### config.mk
export PLATFORM = sky130hd
export DESIGN_NAME = cpu_cycle_sequencer_flat
export DESIGN_NICKNAME = d
export VERILOG_FILES = /design/src/rtl/cpu_cycle_sequencer_if.sv /design/src/rtl/cpu_cycle_sequencer.sv /design/src/flat_wrapper.sv
export SDC_FILE = /design/constraint.sdc
export NUM_CORES = 1
export LEC_CHECK = 0
export CORE_MARGIN = 8
export CORE_UTILIZATION = 60
export CTS_CLUSTER_SIZE = 12
export DETAILED_ROUTE_END_ITERATION = 12
export DONT_BUFFER_PORTS = 1
export GPL_TIMING_DRIVEN = 1
export PLACE_DENSITY_LB_ADDON = 0.2
export SLEW_MARGIN = 40
export SYNTH_ARGS = -nofsm -noshare
export SYNTH_HDL_FRONTEND = slang
export SYNTH_SLANG_ARGS = --single-unit
### constraint.sdc
create_clock -name i_clock -period 3.3 [get_ports i_clock]
set_clock_uncertainty 0.05 [all_clocks]
set_input_delay 0.33 -clock i_clock [delete_from_list [all_inputs] [get_ports i_clock]]
set_output_delay 0.33 -clock i_clock [all_outputs]
set_load 0.01 [all_outputs]
### src/rtl/cpu_cycle_sequencer_if.sv
// Bundle of fetch port, data-memory port and datapath control signals
// between the cycle sequencer (master) and the datapath/memories (slave).
interface cpu_cycle_sequencer_if;
  // instruction fetch port
  logic        imem_req;
  logic [3:0]  imem_addr;
  logic        imem_ack;
  logic [15:0] imem_data;
  // data memory port
  logic        dmem_req;
  logic        dmem_we;
  logic        dmem_ack;
  // datapath controls and status
  logic        alu_zero;
  logic        reg2loc;
  logic        alu_src;
  logic        mem_to_reg;
  logic        reg_write;
  logic [3:0]  alu_op;
  logic [1:0]  num_rx;
  logic [1:0]  num_ry;
  logic [1:0]  num_rz;
  logic [3:0]  imm;
  logic [3:0]  pc;
  logic [2:0]  state;
  logic        halted;
  logic        error;

  modport master (
    output imem_req, imem_addr, dmem_req, dmem_we,
           reg2loc, alu_src, mem_to_reg, reg_write, alu_op,
           num_rx, num_ry, num_rz, imm, pc, state, halted, error,
    input  imem_ack, imem_data, dmem_ack, alu_zero
  );

  modport slave (
    input  imem_req, imem_addr, dmem_req, dmem_we,
           reg2loc, alu_src, mem_to_reg, reg_write, alu_op,
           num_rx, num_ry, num_rz, imm, pc, state, halted, error,
    output imem_ack, imem_data, dmem_ack, alu_zero
  );
endinterface

### src/rtl/cpu_cycle_sequencer.sv
// Multi-cycle controller for the 4-bit CPU: fetches a 16-bit instruction over
// a req/ack port, decodes it once, then steps the datapath through
// EXEC / MEM / WB with registered controls. Owns the PC and halts on either
// the halt opcode or an acknowledge timeout.
module cpu_cycle_sequencer #(
  parameter int unsigned ACK_TIMEOUT = 8,        // 1..15
  parameter logic [3:0]  PC_RESET    = 4'h0,
  parameter logic [3:0]  HALT_OPCODE = 4'b1111
) (
  input  logic                  i_clock,
  input  logic                  i_reset,
  cpu_cycle_sequencer_if.master io_bus
);

  typedef enum logic [2:0] {
    S_FETCH  = 3'd0,
    S_DECODE = 3'd1,
    S_EXEC   = 3'd2,
    S_MEM    = 3'd3,
    S_WB     = 3'd4,
    S_HALT   = 3'd5
  } state_t;

  localparam logic [3:0] LP_TIMEOUT = 4'(ACK_TIMEOUT);
  localparam logic [3:0] OP_B       = 4'b1010;
  localparam logic [3:0] OP_BZ      = 4'b1011;
  localparam logic [3:0] OP_ADDI    = 4'b0111;
  localparam logic [3:0] OP_STUR    = 4'b1000;
  localparam logic [3:0] OP_LDUR    = 4'b1001;
  localparam logic [3:0] ALU_ADD    = 4'b0010;

  state_t      r_state;
  state_t      w_state_next;

  logic [15:0] r_instr;
  logic [3:0]  r_pc;
  logic [3:0]  r_cnt;
  logic        r_error;
  logic        r_zero;

  // controls captured in DECODE and held until the next DECODE
  logic        r_reg2loc, r_alu_src, r_mem_to_reg;
  logic [3:0]  r_alu_op;
  logic [1:0]  r_num_rx, r_num_ry, r_num_rz;
  logic [3:0]  r_imm;
  logic        r_writes, r_is_mem, r_is_store, r_is_branch, r_is_bz;

  // decode of the latched instruction
  logic [3:0]  w_opcode;
  logic        w_dec_reg2loc, w_dec_alu_src, w_dec_mem_to_reg;
  logic [3:0]  w_dec_alu_op;
  logic [1:0]  w_dec_num_ry;
  logic        w_dec_writes, w_dec_is_mem, w_dec_is_store;
  logic        w_dec_is_branch, w_dec_is_bz;

  logic        w_wait;
  logic [3:0]  w_cnt_inc;
  logic        w_timeout;
  logic        w_take;
  logic [3:0]  w_pc_next;

  assign w_opcode  = r_instr[15:12];

  // a wait cycle is a cycle with the current port's req high and no ack;
  // the other port's ack is never looked at
  assign w_wait    = ((r_state == S_FETCH) && !io_bus.imem_ack) ||
                     ((r_state == S_MEM)   && !io_bus.dmem_ack);
  assign w_cnt_inc = r_cnt + 4'd1;
  assign w_timeout = w_wait && (w_cnt_inc == LP_TIMEOUT);

  // branch target arithmetic is 4-bit and wraps modulo 16 by construction
  assign w_take    = r_is_branch || (r_is_bz && r_zero);
  assign w_pc_next = w_take ? (r_pc + r_imm) : (r_pc + 4'd1);

  // state register
  always_ff @(posedge i_clock) begin
    // NOTE: sequential state uses non-blocking assignments so every register
    // samples pre-edge values regardless of statement order.
    if (i_reset) r_state <= S_FETCH;
    else         r_state <= w_state_next;
  end

  // next-state logic
  always_comb begin
    // NOTE: assign a default before any branch so no path leaves the
    // variable unassigned, which would otherwise infer a latch.
    w_state_next = r_state;
    case (r_state)
      S_FETCH: begin
        if (io_bus.imem_ack) w_state_next = S_DECODE;
        else if (w_timeout)  w_state_next = S_HALT;
      end
      S_DECODE: w_state_next = (w_opcode == HALT_OPCODE) ? S_HALT : S_EXEC;
      S_EXEC:   w_state_next = r_is_mem ? S_MEM : S_WB;
      S_MEM: begin
        if (io_bus.dmem_ack) w_state_next = S_WB;
        else if (w_timeout)  w_state_next = S_HALT;
      end
      S_WB:     w_state_next = S_FETCH;
      S_HALT:   w_state_next = S_HALT;
      default:  w_state_next = S_FETCH;
    endcase
  end

  // output strobes, derived purely from the registered state and controls
  always_comb begin
    io_bus.imem_req  = (r_state == S_FETCH);
    io_bus.dmem_req  = (r_state == S_MEM);
    io_bus.dmem_we   = (r_state == S_MEM) && r_is_store;
    io_bus.reg_write = (r_state == S_WB)  && r_writes;
    io_bus.halted    = (r_state == S_HALT);
  end

  // instruction decode table for the latched instruction word
  always_comb begin
    w_dec_reg2loc    = 1'b0;
    w_dec_alu_src    = 1'b0;
    w_dec_mem_to_reg = 1'b0;
    w_dec_alu_op     = 4'd0;
    w_dec_writes     = 1'b0;
    w_dec_is_mem     = 1'b0;
    w_dec_is_store   = 1'b0;
    w_dec_is_branch  = 1'b0;
    w_dec_is_bz      = 1'b0;
    case (w_opcode)
      OP_B:    w_dec_is_branch = 1'b1;
      OP_BZ: begin
        w_dec_reg2loc = 1'b1;
        w_dec_alu_op  = ALU_ADD;
        w_dec_is_bz   = 1'b1;
      end
      OP_ADDI: begin
        w_dec_alu_src = 1'b1;
        w_dec_alu_op  = ALU_ADD;
        w_dec_writes  = 1'b1;
      end
      OP_STUR: begin
        w_dec_reg2loc  = 1'b1;
        w_dec_alu_src  = 1'b1;
        w_dec_alu_op   = ALU_ADD;
        w_dec_is_mem   = 1'b1;
        w_dec_is_store = 1'b1;
      end
      OP_LDUR: begin
        w_dec_alu_src    = 1'b1;
        w_dec_mem_to_reg = 1'b1;
        w_dec_alu_op     = ALU_ADD;
        w_dec_writes     = 1'b1;
        w_dec_is_mem     = 1'b1;
      end
      default: begin
        // R-type: the opcode is the ALU operation
        w_dec_alu_op = w_opcode;
        w_dec_writes = 1'b1;
      end
    endcase
    w_dec_num_ry = w_dec_reg2loc ? r_instr[5:4] : r_instr[1:0];
  end

  // instruction register, controls, PC, timeout counter and sticky error
  always_ff @(posedge i_clock) begin
    if (i_reset) begin
      r_instr      <= 16'd0;
      r_pc         <= PC_RESET;
      r_cnt        <= 4'd0;
      r_error      <= 1'b0;
      r_zero       <= 1'b0;
      r_reg2loc    <= 1'b0;
      r_alu_src    <= 1'b0;
      r_mem_to_reg <= 1'b0;
      r_alu_op     <= 4'd0;
      r_num_rx     <= 2'd0;
      r_num_ry     <= 2'd0;
      r_num_rz     <= 2'd0;
      r_imm        <= 4'd0;
      r_writes     <= 1'b0;
      r_is_mem     <= 1'b0;
      r_is_store   <= 1'b0;
      r_is_branch  <= 1'b0;
      r_is_bz      <= 1'b0;
    end else begin
      r_cnt <= w_wait ? w_cnt_inc : 4'd0;
      if (w_timeout) r_error <= 1'b1;
      case (r_state)
        S_FETCH: if (io_bus.imem_ack) r_instr <= io_bus.imem_data;
        S_DECODE: begin
          // a halting instruction leaves the previous controls untouched
          if (w_opcode != HALT_OPCODE) begin
            r_reg2loc    <= w_dec_reg2loc;
            r_alu_src    <= w_dec_alu_src;
            r_mem_to_reg <= w_dec_mem_to_reg;
            r_alu_op     <= w_dec_alu_op;
            r_num_rx     <= r_instr[3:2];
            r_num_ry     <= w_dec_num_ry;
            r_num_rz     <= r_instr[5:4];
            r_imm        <= r_instr[11:8];
            r_writes     <= w_dec_writes;
            r_is_mem     <= w_dec_is_mem;
            r_is_store   <= w_dec_is_store;
            r_is_branch  <= w_dec_is_branch;
            r_is_bz      <= w_dec_is_bz;
          end
        end
        S_EXEC:  r_zero <= io_bus.alu_zero;
        S_WB:    r_pc   <= w_pc_next;
        default: ;
      endcase
    end
  end

  assign io_bus.imem_addr  = r_pc;
  assign io_bus.pc         = r_pc;
  assign io_bus.state      = r_state;
  assign io_bus.error      = r_error;
  assign io_bus.reg2loc    = r_reg2loc;
  assign io_bus.alu_src    = r_alu_src;
  assign io_bus.mem_to_reg = r_mem_to_reg;
  assign io_bus.alu_op     = r_alu_op;
  assign io_bus.num_rx     = r_num_rx;
  assign io_bus.num_ry     = r_num_ry;
  assign io_bus.num_rz     = r_num_rz;
  assign io_bus.imm        = r_imm;

endmodule

### src/flat_wrapper.sv
// flat-port wrapper written by rule: the top's interface ports become plain ports
module cpu_cycle_sequencer_flat 
#(
  parameter int unsigned ACK_TIMEOUT = 8,                
  parameter logic [3:0]  PC_RESET    = 4'h0,
  parameter logic [3:0]  HALT_OPCODE = 4'b1111
)
  (i_clock, i_reset, io_bus_imem_req, io_bus_imem_addr, io_bus_dmem_req, io_bus_dmem_we, io_bus_reg2loc, io_bus_alu_src, io_bus_mem_to_reg, io_bus_reg_write, io_bus_alu_op, io_bus_num_rx, io_bus_num_ry, io_bus_num_rz, io_bus_imm, io_bus_pc, io_bus_state, io_bus_halted, io_bus_error, io_bus_imem_ack, io_bus_imem_data, io_bus_dmem_ack, io_bus_alu_zero);
  cpu_cycle_sequencer_if io_bus_i ();
  input  logic i_clock;
  input  logic i_reset;
  output wire logic [$bits(io_bus_i.imem_req)-1:0] io_bus_imem_req;
  output wire logic [$bits(io_bus_i.imem_addr)-1:0] io_bus_imem_addr;
  output wire logic [$bits(io_bus_i.dmem_req)-1:0] io_bus_dmem_req;
  output wire logic [$bits(io_bus_i.dmem_we)-1:0] io_bus_dmem_we;
  output wire logic [$bits(io_bus_i.reg2loc)-1:0] io_bus_reg2loc;
  output wire logic [$bits(io_bus_i.alu_src)-1:0] io_bus_alu_src;
  output wire logic [$bits(io_bus_i.mem_to_reg)-1:0] io_bus_mem_to_reg;
  output wire logic [$bits(io_bus_i.reg_write)-1:0] io_bus_reg_write;
  output wire logic [$bits(io_bus_i.alu_op)-1:0] io_bus_alu_op;
  output wire logic [$bits(io_bus_i.num_rx)-1:0] io_bus_num_rx;
  output wire logic [$bits(io_bus_i.num_ry)-1:0] io_bus_num_ry;
  output wire logic [$bits(io_bus_i.num_rz)-1:0] io_bus_num_rz;
  output wire logic [$bits(io_bus_i.imm)-1:0] io_bus_imm;
  output wire logic [$bits(io_bus_i.pc)-1:0] io_bus_pc;
  output wire logic [$bits(io_bus_i.state)-1:0] io_bus_state;
  output wire logic [$bits(io_bus_i.halted)-1:0] io_bus_halted;
  output wire logic [$bits(io_bus_i.error)-1:0] io_bus_error;
  input wire logic [$bits(io_bus_i.imem_ack)-1:0] io_bus_imem_ack;
  input wire logic [$bits(io_bus_i.imem_data)-1:0] io_bus_imem_data;
  input wire logic [$bits(io_bus_i.dmem_ack)-1:0] io_bus_dmem_ack;
  input wire logic [$bits(io_bus_i.alu_zero)-1:0] io_bus_alu_zero;
  assign io_bus_imem_req = io_bus_i.imem_req;
  assign io_bus_imem_addr = io_bus_i.imem_addr;
  assign io_bus_dmem_req = io_bus_i.dmem_req;
  assign io_bus_dmem_we = io_bus_i.dmem_we;
  assign io_bus_reg2loc = io_bus_i.reg2loc;
  assign io_bus_alu_src = io_bus_i.alu_src;
  assign io_bus_mem_to_reg = io_bus_i.mem_to_reg;
  assign io_bus_reg_write = io_bus_i.reg_write;
  assign io_bus_alu_op = io_bus_i.alu_op;
  assign io_bus_num_rx = io_bus_i.num_rx;
  assign io_bus_num_ry = io_bus_i.num_ry;
  assign io_bus_num_rz = io_bus_i.num_rz;
  assign io_bus_imm = io_bus_i.imm;
  assign io_bus_pc = io_bus_i.pc;
  assign io_bus_state = io_bus_i.state;
  assign io_bus_halted = io_bus_i.halted;
  assign io_bus_error = io_bus_i.error;
  assign io_bus_i.imem_ack = io_bus_imem_ack;
  assign io_bus_i.imem_data = io_bus_imem_data;
  assign io_bus_i.dmem_ack = io_bus_dmem_ack;
  assign io_bus_i.alu_zero = io_bus_alu_zero;
  cpu_cycle_sequencer #(.ACK_TIMEOUT(ACK_TIMEOUT), .PC_RESET(PC_RESET), .HALT_OPCODE(HALT_OPCODE)) u_core (.i_clock(i_clock), .i_reset(i_reset), .io_bus(io_bus_i));
endmodule
# After elaboration in Yosys (flattened, before gate mapping)
# Index checks and enable logic that the tools add are counted.
[totals] regBits=51 inputBits=21 out_inout_bits=34 elab_cells=72
[op_classes] add_sub_neg=3 n_eq_ne=13 n_mux=17 bitwise=1 reduce_logical=19
[ops] cell="4-bit equality test, second input constant" count=6
[ops] cell="3-bit 2-to-1 mux" count=5
[ops] cell="3-bit one-hot mux with 5 select lines" count=1
[ops] cell="4-bit by 1-bit adder with 4-bit output, second input constant" count=2
[ops] cell="1-bit 2-to-1 mux" count=8
[ops] cell="4-bit one-hot mux with 2 select lines" count=1
[ops] cell="3-bit by 2-bit equality test with 1-bit output, second input constant" count=2
[ops] cell="3-bit equality test, second input constant" count=2
[ops] cell="1-bit logical AND" count=6
[ops] cell="2-bit OR reduction" count=3
[ops] cell="3-bit OR reduction" count=2
[ops] cell="4-bit adder" count=1
[ops] cell="4-bit by 3-bit equality test with 1-bit output, second input constant" count=1
[ops] cell="4-bit 2-to-1 mux" count=1
[ops] cell="4-bit != test, second input constant" count=1
[ops] cell="2-bit AND reduction" count=2
[ops] cell="4-bit OR reduction" count=1
[ops] cell="3-bit by 1-bit equality test with 1-bit output, second input constant" count=1
[ops] cell="3-bit logical NOT" count=1
[ops] cell="1-bit logical NOT" count=2
[ops] cell="1-bit logical OR" count=2
[ops] cell="2-bit 2-to-1 mux" count=1
[ops] cell="1-bit inverter" count=1

# Depth between registers and ports, before layout
# Gate-level depths: netlist (run 1).
[depth] word_depth=7 depth_mapped=8 depth_no_buf=8

# Worst setup path before layout (run 1)
# Ideal clock, no wire load.
[synth_timing] path_type="register -> register" from="register u_core.r_is_bz" to="register u_core.r_pc[3], in the netlist u_core.io_bus.imem_addr[3]" setup_ps=71 arrival_ps=1798 t_required_ps=3179 slack_ps=1381 path_stages_with_launch=8 path_buffers=0 period_less_slack_ps=1919 path_cell_list="dfxtp_1 a21o_1 and2_1 ha_1 a21oi_1 a211oi_1 or4_1 a21oi_1"
[synth_via] elab_chain_len=3
[synth_rtl] item="start, declared" line="cpu_cycle_sequencer.sv:46" text="logic r_writes, r_is_mem, r_is_store, r_is_branch, r_is_bz;"
[synth_rtl] item="start signal, assigned" line="cpu_cycle_sequencer.sv:201" text="r_is_bz <= w_dec_is_bz;"
[synth_rtl] item="1-bit logical AND" line="cpu_cycle_sequencer.sv:72" text="assign w_take = r_is_branch || (r_is_bz && r_zero);"
[synth_rtl] item="1-bit logical OR" line="cpu_cycle_sequencer.sv:72"
[synth_rtl] item="4-bit 2-to-1 mux" line="cpu_cycle_sequencer.sv:73" text="assign w_pc_next = w_take ? (r_pc + r_imm) : (r_pc + 4'd1);"
[synth_rtl] item="end signal, assigned" line="cpu_cycle_sequencer.sv:205" text="S_WB: r_pc <= w_pc_next;"
[synth_rtl] item="end, declared" line="cpu_cycle_sequencer.sv:36" text="logic [3:0] r_pc;"
# Every way passes these cells.
# A chain may end at the register's enable or synchronous reset.

# Worst setup path after layout (run 1)
[layout_timing] from="register u_core.r_state[2], in the netlist u_core.io_bus.state[2]" to="register u_core.r_instr[4]"
[layout_via] elab_chain_len=2
[layout_rtl] item="start, declared" line="cpu_cycle_sequencer.sv:32" text="state_t r_state;"
[layout_rtl] item="start signal, assigned" line="cpu_cycle_sequencer.sv:80" text="else r_state <= w_state_next;"
[layout_rtl] item="3-bit logical NOT"
[layout_rtl] item="named net io_bus_imem_req" line="flat_wrapper.sv:12" text="output wire logic [$bits(io_bus_i.imem_req)-1:0] io_bus_imem_req;"
[layout_rtl] item="2-bit AND reduction (no source line)"
[layout_rtl] item="end signal, assigned" line="cpu_cycle_sequencer.sv:185" text="S_FETCH: if (io_bus.imem_ack) r_instr <= io_bus.imem_data;"
[layout_rtl] item="end, declared" line="cpu_cycle_sequencer.sv:35" text="logic [15:0] r_instr;"
# The timed path passes the listed nets, and every way through them passes these cells.

==> metrics, run 1 <==
total wire length=4640 µm; headroom to the max-slew limit=0.504; clock slew at reported path FFs=0.09 ns; outcome=complete, no violations; CP max FO=18; FP Rows=22; largest area contributor in the netlist=dfxtp_1; Cell Area, Synth=2250 µm²; Worst VDD drop=0.369 mV; Layout Cells excl Fill=314; cts repair resizes=0; Yosys reg bits=49; Syn Area/Cell=7.99 µm²; TNS Setup=0 ns; routed wl met3=389 µm; Hold Slack=0.0528 ns; Max Buffers Root-to-Sink=2; Initial Utilization=0.620; largest net degree at the start of global routing=49; Final Max Slew Viols=0; largest cells by area after synthesis=dfxtp_1, nand2_1, a21oi_1, nor2_1, ha_1; max-cap violation count=0; crit path DAT=2.37 ns; register area share after synthesis=0.435; Syn Nets=309; GRT Overall Usage=0.155; Synth Flop Type=dfxtp_1; vias in the first global route=1665; Reg area=981 µm²; Yosys top cell area share=0.435; RePlAce Congestion=0.774; via count=1755; worst min path class=input port to register; CTS sink cnt=49; top sig layer=met4; Die Ht=77.3 µm; Met2 Wirelength=2100 µm; M1 wire length=2100 µm; PD cells=508 nW/µm²; PnR Total Power=1150 µW; Cells after Synth=282; DRC Markers=0; DIE AREA=5970 µm²; Placeable Area=3630 µm²; Inst Count DP=306; multi-input logic area=1090 µm²; TritonRoute pass-1 iters=4; Setup WS pre-CTS=1.10 ns; critical path data required time=3.48 ns; Skew-Pair Late Insertion Delay=0.30 ns; ANT nets after route=0; CTS tree=built; critical path type=register to register; max FFs per register=14; drt wl/cell=14.8 µm; RSZ-0062 raised after global routing=false; asr flop ratio synth=0; H-tree depth=2; Layout Nets=292; synthesis-to-layout area growth=0.111%; fillers=365; Largest Register=u_core.r_instr; layout cells sized above 1=0.0451; Setup Viol. Count Final=0; initial antenna violation count=0; DR iter-0 viols=56; worst setup margin=1.11 ns; cts hold-fix bufs=0; Max Clk Rate=456 MHz; Post-CTS Setup Inserts=0; Remaining Overflow, GRT=0; first-pass GRT wire length=7690 µm; number of diodes=0; PortBufs=0; Top Ports=55; CP Capture Type=register; Num CTS Buffers=5; Root Driver=clkbuf_8; fin crit share=0.665; post-detail-place hpwl=3220 µm; LEAKAGE=0.000829 µW; worst slew pin tran=0.744 ns; Post-synth EDFFs=0; crit path time final=2.19 ns; Horiz. Die Dim=77.3 µm; synth warn=0; CP startpoint kind=register; Cell variety after synth=46; Via density=5.59; hold violation count in the final report=0
[final cells by class]
| class | instances | area share |
|---|---|---|
| repair buffers | 1 | 0.00333 |
| well taps | 48 | 0.0266 |
| clock inverters | 2 | 0.00444 |
| inverters | 9 | 0.0150 |
| clock buffers | 6 | 0.0322 |
| flip-flops and latches | 49 | 0.435 |
| multi-input cells | 199 | 0.484 |
[kinds of logic after synthesis]
| logic type | synth area share |
|---|---|
| and+or+nand+nor | 0.245 |
| AOI/OAI and AO/OA | 0.178 |
| DFF | 0.435 |
| buffers and inverters | 0.0805 |
| adders and majority gates | 0.0366 |
| xor gates and xnor gates | 0.0117 |
| muxes | 0.0133 |
[through the flow]
| stage | instance area [µm²] | util |
|---|---|---|
| final | 2260 | 0.621 |
| after detailed placement | 2170 | 0.598 |
| after global placement | 2170 | 0.598 |
| after floorplan | 2250 | - |
| after global routing | 2260 | 0.621 |
| after CTS | 2260 | 0.621 |
[synthesized netlist by cell type (3+ instances only)]
master,n
a211oi_1,6
ha_1,5
buf_6,4
a21oi_1,39
nand2_1,60
nand2b_1,4
nand3_1,6
buf_2,4
dfxtp_1,49
buf_4,5
nor3_1,7
clkbuf_1,11
mux2i_1,3
o21ai_0,4
and2_1,5
nor2_1,22
inv_1,9
[report_power, final]
group	leakage, µW	switching, µW	internal, µW
combinational	0.000386	82.6	50.2
sequential	0.000399	47.3	625
clock	0.0000450	192	147
total	0.000829	322	823
[path summary, 6_finish.rpt]
| check | from | to | slack, ns | depth (start not counted) |
|---|---|---|---|---|
| worst min-delay path | i_reset | u_core.r_zero$_SDFFE_PP0N_ | 0.05 | 1 |
| worst max register to register | u_core.io_bus.state[2]$_SDFF_PP0_ | u_core.r_instr[4]$_SDFFE_PP0P_ | 1.11 | 4 |
| worst max-delay path | u_core.io_bus.state[2]$_SDFF_PP0_ | u_core.r_instr[4]$_SDFFE_PP0P_ | 1.11 | 4 |
| worst min register to register | u_core.r_instr[2]$_SDFFE_PP0P_ | u_core.io_bus.num_rx[0]$_SDFFE_PP0P_ | 0.40 | 2 |
[worst max-delay path: stages (launching register included)]
cell and delay [ns]:
dfxtp_1 0.52, nor3_1 0.58, and2_0 0.69, nand2_1 0.12
a21oi_1 0.15
[cells in the final DEF (no fill, tap or decap), drive strengths merged, types with 2 or more instances in the layout]
| cell | count |
|---|---|
| a211o | 2 |
| a211oi | 6 |
| a21o | 2 |
| a21oi | 40 |
| and2 | 6 |
| and3 | 2 |
| clkbuf | 6 |
| clkinv | 2 |
| dfxtp | 49 |
| ha | 5 |
| inv | 9 |
| mux2i | 3 |
| nand2 | 60 |
| nand2b | 5 |
| nand3 | 6 |
| nand3b | 2 |
| nand4 | 2 |
| nor2 | 22 |
| nor2b | 2 |
| nor3 | 7 |
| nor3b | 2 |
| nor4 | 2 |
| o21ai | 4 |
| o22ai | 2 |
| xnor2 | 2 |
[layer usage]
metal,GRT usage,up-vias
met5,0,-
met4,0.0509,0
met3,0.0734,5
met2,0.244,36
met1,0.179,804
li1,-,910
No activity file was read; power rests on OpenSTA's default activity.
==> run 2: changes to the inputs <==
==> constraint.sdc (replaced) <==
create_clock -name i_clock -period 2.2 [get_ports i_clock]
set_clock_uncertainty 0.05 [all_clocks]
set_input_delay 0.22 -clock i_clock [delete_from_list [all_inputs] [get_ports i_clock]]
set_output_delay 0.22 -clock i_clock [all_outputs]
set_load 0.01 [all_outputs]
==> metrics, run 2 (synthesis gave the netlist of run 1 again) <==
Layout Cells excl Fill=333 (+6.1%); Sw Ratio=0.272 (-0.00944); worst slew pin tran=0.488 ns (-0.255 ns); cts hold-fix bufs=12 (+12); largest net degree at the start of global routing=44 (-10%); via count=1887 (+7.5%); PortBufs=0 (unchanged); vias in the first global route=1812 (+8.8%); critical path data required time=2.38 ns (-1.10 ns); fin util=0.676 (+0.0554); Skew-Pair Late Insertion Delay=0.30 ns (about the same); TNS Setup=0 ns (unchanged); layout cells sized above 1=0.0737 (+0.0286); CP startpoint kind=register; GRT Overall Usage=0.164 (+0.00868); sw power=496 µW (+54%); H-tree depth=2 (unchanged); drt wl/cell=14.3 µm (-3.2%); CP cell instances=a21o_1 -> and2_1 -> ha_1 -> a21oi_1 -> a211oi_1 -> or4_1 -> a21oi_1; synthesis-to-layout area growth=9.05%; commonest cells after routing, fill and taps aside=nand2_1, dfxtp_1, a21oi_1; Setup Viol. Count Final=0 (unchanged); fin crit share=0.950 (+0.285); DP Area=2230 µm² (+2.4%); initial antenna violation count=0 (unchanged); TritonRoute pass-1 iters=4 (unchanged); Via density=5.67 (+1.4%); max incr delay on CP=0.48 ns (-0.21 ns); Largest Register=u_core.r_instr; Remaining Overflow, GRT=0 (unchanged); Worst VDD drop=0.472 mV (+28%); Inst Count DP=313 (+2.3%); max FFs per register=14 (unchanged); post-detail-place hpwl=3320 µm (+3.3%); RePlAce Congestion=0.809 (+4.4%); Max Buffers Root-to-Sink=2 (unchanged); headroom to the max-slew limit=0.674 (+0.170); CP Capture Type=register; CTS sink cnt=49 (unchanged); LEAKAGE=0.000930 µW (+12%); Initial Utilization=0.620 (unchanged); Final Cell Area=2460 µm² (+8.9%); Num CTS Buffers=5 (unchanged); CP max FO=3 (-15); Int Pwr=1330 µW (+61%); Max Clk Rate=479 MHz (+5.0%); cts repair resizes=0 (unchanged); PD cells=743 nW/µm² (+46%); critical path type=register to register; Most common cell on crit path=a21oi_1; Root Driver=clkbuf_8; first-pass GRT wire length=8240 µm (+7.1%); clock slew at reported path FFs=0.08 ns (about the same); max-cap violation count=0 (unchanged); Placeable Area=3630 µm² (unchanged); DIE AREA=5970 µm² (unchanged); Top Ports=55 (unchanged); DR iter-0 viols=83 (+48%); crit path DAT=2.27 ns (-0.10 ns); slowest cell on the critical path=or4_1; clock share of power=0.311 (+0.014); outcome=complete, no violations; number of diodes=0 (unchanged); Horiz. Die Dim=77.3 µm (unchanged); worst min path class=input port to register; RSZ-0062 raised after global routing=false; Post-CTS Setup Inserts=0 (unchanged); Die Ht=77.3 µm (unchanged); Final Max Slew Viols=0 (unchanged); commonest non-fill, non-tap cell in the layout=nand2_1; total wire length=4760 µm (+2.6%); Seq pwr share=0.548 (-0.039); CTS tree=built; DRC Markers=0 (unchanged); crit path time final=2.09 ns (-0.104 ns); hold violation count in the final report=0 (unchanged); FP Rows=22 (unchanged); combinational group share of total power=0.141 (+0.025); ANT nets after route=0 (unchanged); Layout Nets=311 (+6.5%)
[run 2: layout make-up]
| type | instances | area (µm²) |
|---|---|---|
| timing repair buffer | 20 | 190 |
| clock inverter | 1 | 5.00 |
| multi-input combinational | 199 | 1090 |
| fill | 328 | 1180 |
| clock buffer | 7 | 96.3 |
| sequential | 49 | 981 |
| inverter | 9 | 33.8 |
| tap | 48 | 60.1 |
[run 2: path summary, 6_finish.rpt]
kind / start / end / slack [ns] / cells after the start
max: u_core.r_is_bz$_SDFFE_PP0P_ / u_core.io_bus.imem_addr[3]$_SDFFE_PP0N_ / 0.11 / 7
min: io_bus_imem_data[3] / u_core.r_instr[3]$_SDFFE_PP0P_ / 0.01 / 2
max reg2reg: u_core.r_is_bz$_SDFFE_PP0P_ / u_core.io_bus.imem_addr[3]$_SDFFE_PP0N_ / 0.11 / 7
min reg2reg: u_core.r_instr[2]$_SDFFE_PP0P_ / u_core.io_bus.num_rx[0]$_SDFFE_PP0P_ / 0.40 / 2
[run 2: through the flow]
step / hold WS, ns / power [µW] / worst slack (ns)
2_1_floorplan: 0.306 / 1220 / 0.281
3_3_place_gp: 0.243 / 1240 / 0.214
3_5_place_dp: 0.245 / 1250 / 0.129
4_1_cts: 0.00249 / 1850 / 0.101
5_1_grt: 0.00153 / 1920 / 0.0147
6_report: 0.0115 / 1820 / 0.111
[run 2: critical path, delay by kind of cell, from the launching register on]
| kind | cells | cell delay [ns] |
|---|---|---|
| AO/OA/AOI/OAI | 4 | 0.69 |
| adder cells (fa/ha/maj) | 1 | 0.31 |
| flip-flops | 1 | 0.33 |
| AND/OR/NAND/NOR | 2 | 0.64 |
[run 2: routing by layer]
layer  part of all wire  vias up  global-route usage
met3              0.087        6              0.0664
li1                   -      956                   -
met1               0.43      868               0.184
met2               0.47       57               0.272
met5                  0        -                   0
met4              0.013        0              0.0566
[run 2: power by group through the flow]
stage          combinational [µW]  sequential, µW  clock [µW]
6_report                      257            1000         567
5_1_grt                       295            1010         609
4_1_cts                       260            1000         584
3_5_place_dp                  227            1020           0
3_3_place_gp                  222            1020           0
2_1_floorplan                 222             996           0
==> run 3: changes to the inputs <==
--- a/config.mk
+++ b/config.mk
@@ -6,7 +6,7 @@
 export NUM_CORES = 1
 export LEC_CHECK = 0
 export CORE_MARGIN = 8
-export CORE_UTILIZATION = 60
+export CORE_UTILIZATION = 62
 export CTS_CLUSTER_SIZE = 12
 export DETAILED_ROUTE_END_ITERATION = 12
 export DONT_BUFFER_PORTS = 1
==> metrics, run 3 (synthesis gave the netlist of run 1 again) <==
Skew-Pair Late Insertion Delay=0.36 ns (+0.06 ns); PortBufs=0 (unchanged); slowest cell on the critical path=or4_1; max FFs per register=14 (unchanged); Worst VDD drop=0.468 mV (-0.95%); critical path type=register to register; Sw Ratio=0.297 (+0.0255); fin util=0.685 (+0.00831); vias in the first global route=1763 (-2.7%); Most common cell on crit path=a21oi_1; headroom to the max-slew limit=0.657 (-0.0171); crit path DAT=2.33 ns (+0.06 ns); layout cells sized above 1=0.0657 (-0.00794); worst slew pin tran=0.514 ns (+0.0256 ns); DRC Markers=0 (unchanged); cts repair resizes=0 (unchanged); PD cells=681 nW/µm² (-8.3%); number of diodes=0 (unchanged); via count=1859 (-1.5%); outcome=complete, no violations; CTS sink cnt=49 (unchanged); CP cell instances=a21o_1 -> and2_1 -> ha_1 -> a21oi_1 -> a211oi_1 -> or4_1 -> a21oi_1; Int Pwr=1170 µW (-12%); worst min path class=input port to register; post-detail-place hpwl=3300 µm (-0.78%); RSZ-0062 raised after global routing=false; DIE AREA=5820 µm² (-2.6%); Seq pwr share=0.598 (+0.050); drt wl/cell=14.7 µm (+3.2%); TritonRoute pass-1 iters=4 (unchanged); max-cap violation count=0 (unchanged); GRT Overall Usage=0.172 (+0.00809); CP max FO=3 (unchanged); Die Ht=76.3 µm (-1.3%); CP startpoint kind=register; Top Ports=55 (unchanged); DR iter-0 viols=79 (-4.8%); Layout Nets=315 (+1.3%); ANT nets after route=0 (unchanged); first-pass GRT wire length=8320 µm (+1.0%); R2R cell count=7 (unchanged); max incr delay on CP=0.48 ns (about the same); Root Driver=clkbuf_4; commonest cells after routing, fill and taps aside=nand2_1, dfxtp_1, a21oi_1; Setup Viol. Count Final=0 (unchanged); largest net degree at the start of global routing=46 (+4.5%); sw power=496 µW (about the same); Placeable Area=3580 µm² (-1.5%); LEAKAGE=0.000924 µW (-0.70%); fin crit share=0.941 (-0.00893); Setup WS pre-CTS=0.180 ns (+0.0510 ns); crit path time final=2.07 ns (-0.0196 ns); H-tree depth=2 (unchanged); combinational group share of total power=0.163 (+0.022); hold depth=2 (unchanged); FP Rows=22 (unchanged); Num CTS Buffers=5 (unchanged); cts hold-fix bufs=17 (+5); synthesis-to-layout area growth=8.72%; Remaining Overflow, GRT=0 (unchanged); hold violation count in the final report=0 (unchanged); Horiz. Die Dim=76.3 µm (-1.3%); Via density=5.52 (-2.7%); total wire length=4970 µm (+4.5%); Final Max Slew Viols=0 (unchanged); initial antenna violation count=0 (unchanged); Post-CTS Setup Inserts=0 (unchanged); CTS tree=built; Max Clk Rate=483 MHz (+0.95%); Worst path top cell family by delay=compound AO/OA/AOI/OAI gates; Initial Utilization=0.630 (+0.00954); Max Buffers Root-to-Sink=2 (unchanged); critical path data required time=2.46 ns (+0.08 ns); Largest Register=u_core.r_instr; CP Depth=7 (unchanged); RePlAce Congestion=0.768 (-5.0%); clock share of power=0.239 (-0.072); TNS Setup=0 ns (unchanged); CP Capture Type=register; clock slew at reported path FFs=0.14 ns (+0.06 ns); worst setup margin=0.130 ns (+0.0196 ns); commonest non-fill, non-tap cell in the layout=nand2_1; CP bufs+invs=0 (unchanged)
run 3: cell count changes in the layout (fill, tap and decap cells not counted), sizes merged:
cell         delta
buf             -1
clkbuf          -1
clkinv          +1
dlygate4sd3     +5
run 3: metal layers:
| layer | GRT usage | share of wire | vias up |
|---|---|---|---|
| met3 | 0.0814 | 0.080 | 5 |
| li1 | - | - | 956 |
| met1 | 0.200 | 0.44 | 854 |
| met2 | 0.270 | 0.47 | 44 |
| met5 | 0 | 0 | - |
| met4 | 0.0558 | 0.0080 | 0 |
run 3: area by class of cell:
cell class	instances	area, µm²
well taps	48	60.1
clock inverters	2	10.0
multi-input cells	199	1090
flip-flops and latches	49	981
repair buffers	24	233
inverters	9	33.8
clock buffers	6	41.3
fillers	314	1130
run 3: through the flow:
stage | instance area (µm²) | std cells | hold slack, ns | total power, µW
after CTS | 2450 | 337 | 0.0414 | 1680
after global routing | 2450 | 337 | 0.0489 | 1770
after global placement | 2220 | 312 | 0.241 | 1240
after floorplan | 2250 | 282 | 0.306 | 1220
final | 2450 | 337 | 0.0560 | 1670
after detailed placement | 2220 | 312 | 0.241 | 1250
run 3: final timing paths:
check | startpoint | to | slack (ns)
min reg2reg | u_core.r_instr[11]$_SDFFE_PP0P_ | u_core.io_bus.imm[3]$_SDFFE_PP0P_ | 0.41
max | u_core.r_is_bz$_SDFFE_PP0P_ | u_core.io_bus.imem_addr[3]$_SDFFE_PP0N_ | 0.13
max reg2reg | u_core.r_is_bz$_SDFFE_PP0P_ | u_core.io_bus.imem_addr[3]$_SDFFE_PP0N_ | 0.13
min | i_reset | u_core.io_bus.state[1]$_SDFF_PP0_ | 0.06
run 3: power by group through the flow:
stage / clock, µW / combinational (µW) / sequential (µW)
4_1_cts: 406 / 273 / 997
3_5_place_dp: 0 / 233 / 1020
5_1_grt: 454 / 306 / 1010
3_3_place_gp: 0 / 225 / 1020
6_report: 399 / 272 / 997
2_1_floorplan: 0 / 222 / 996
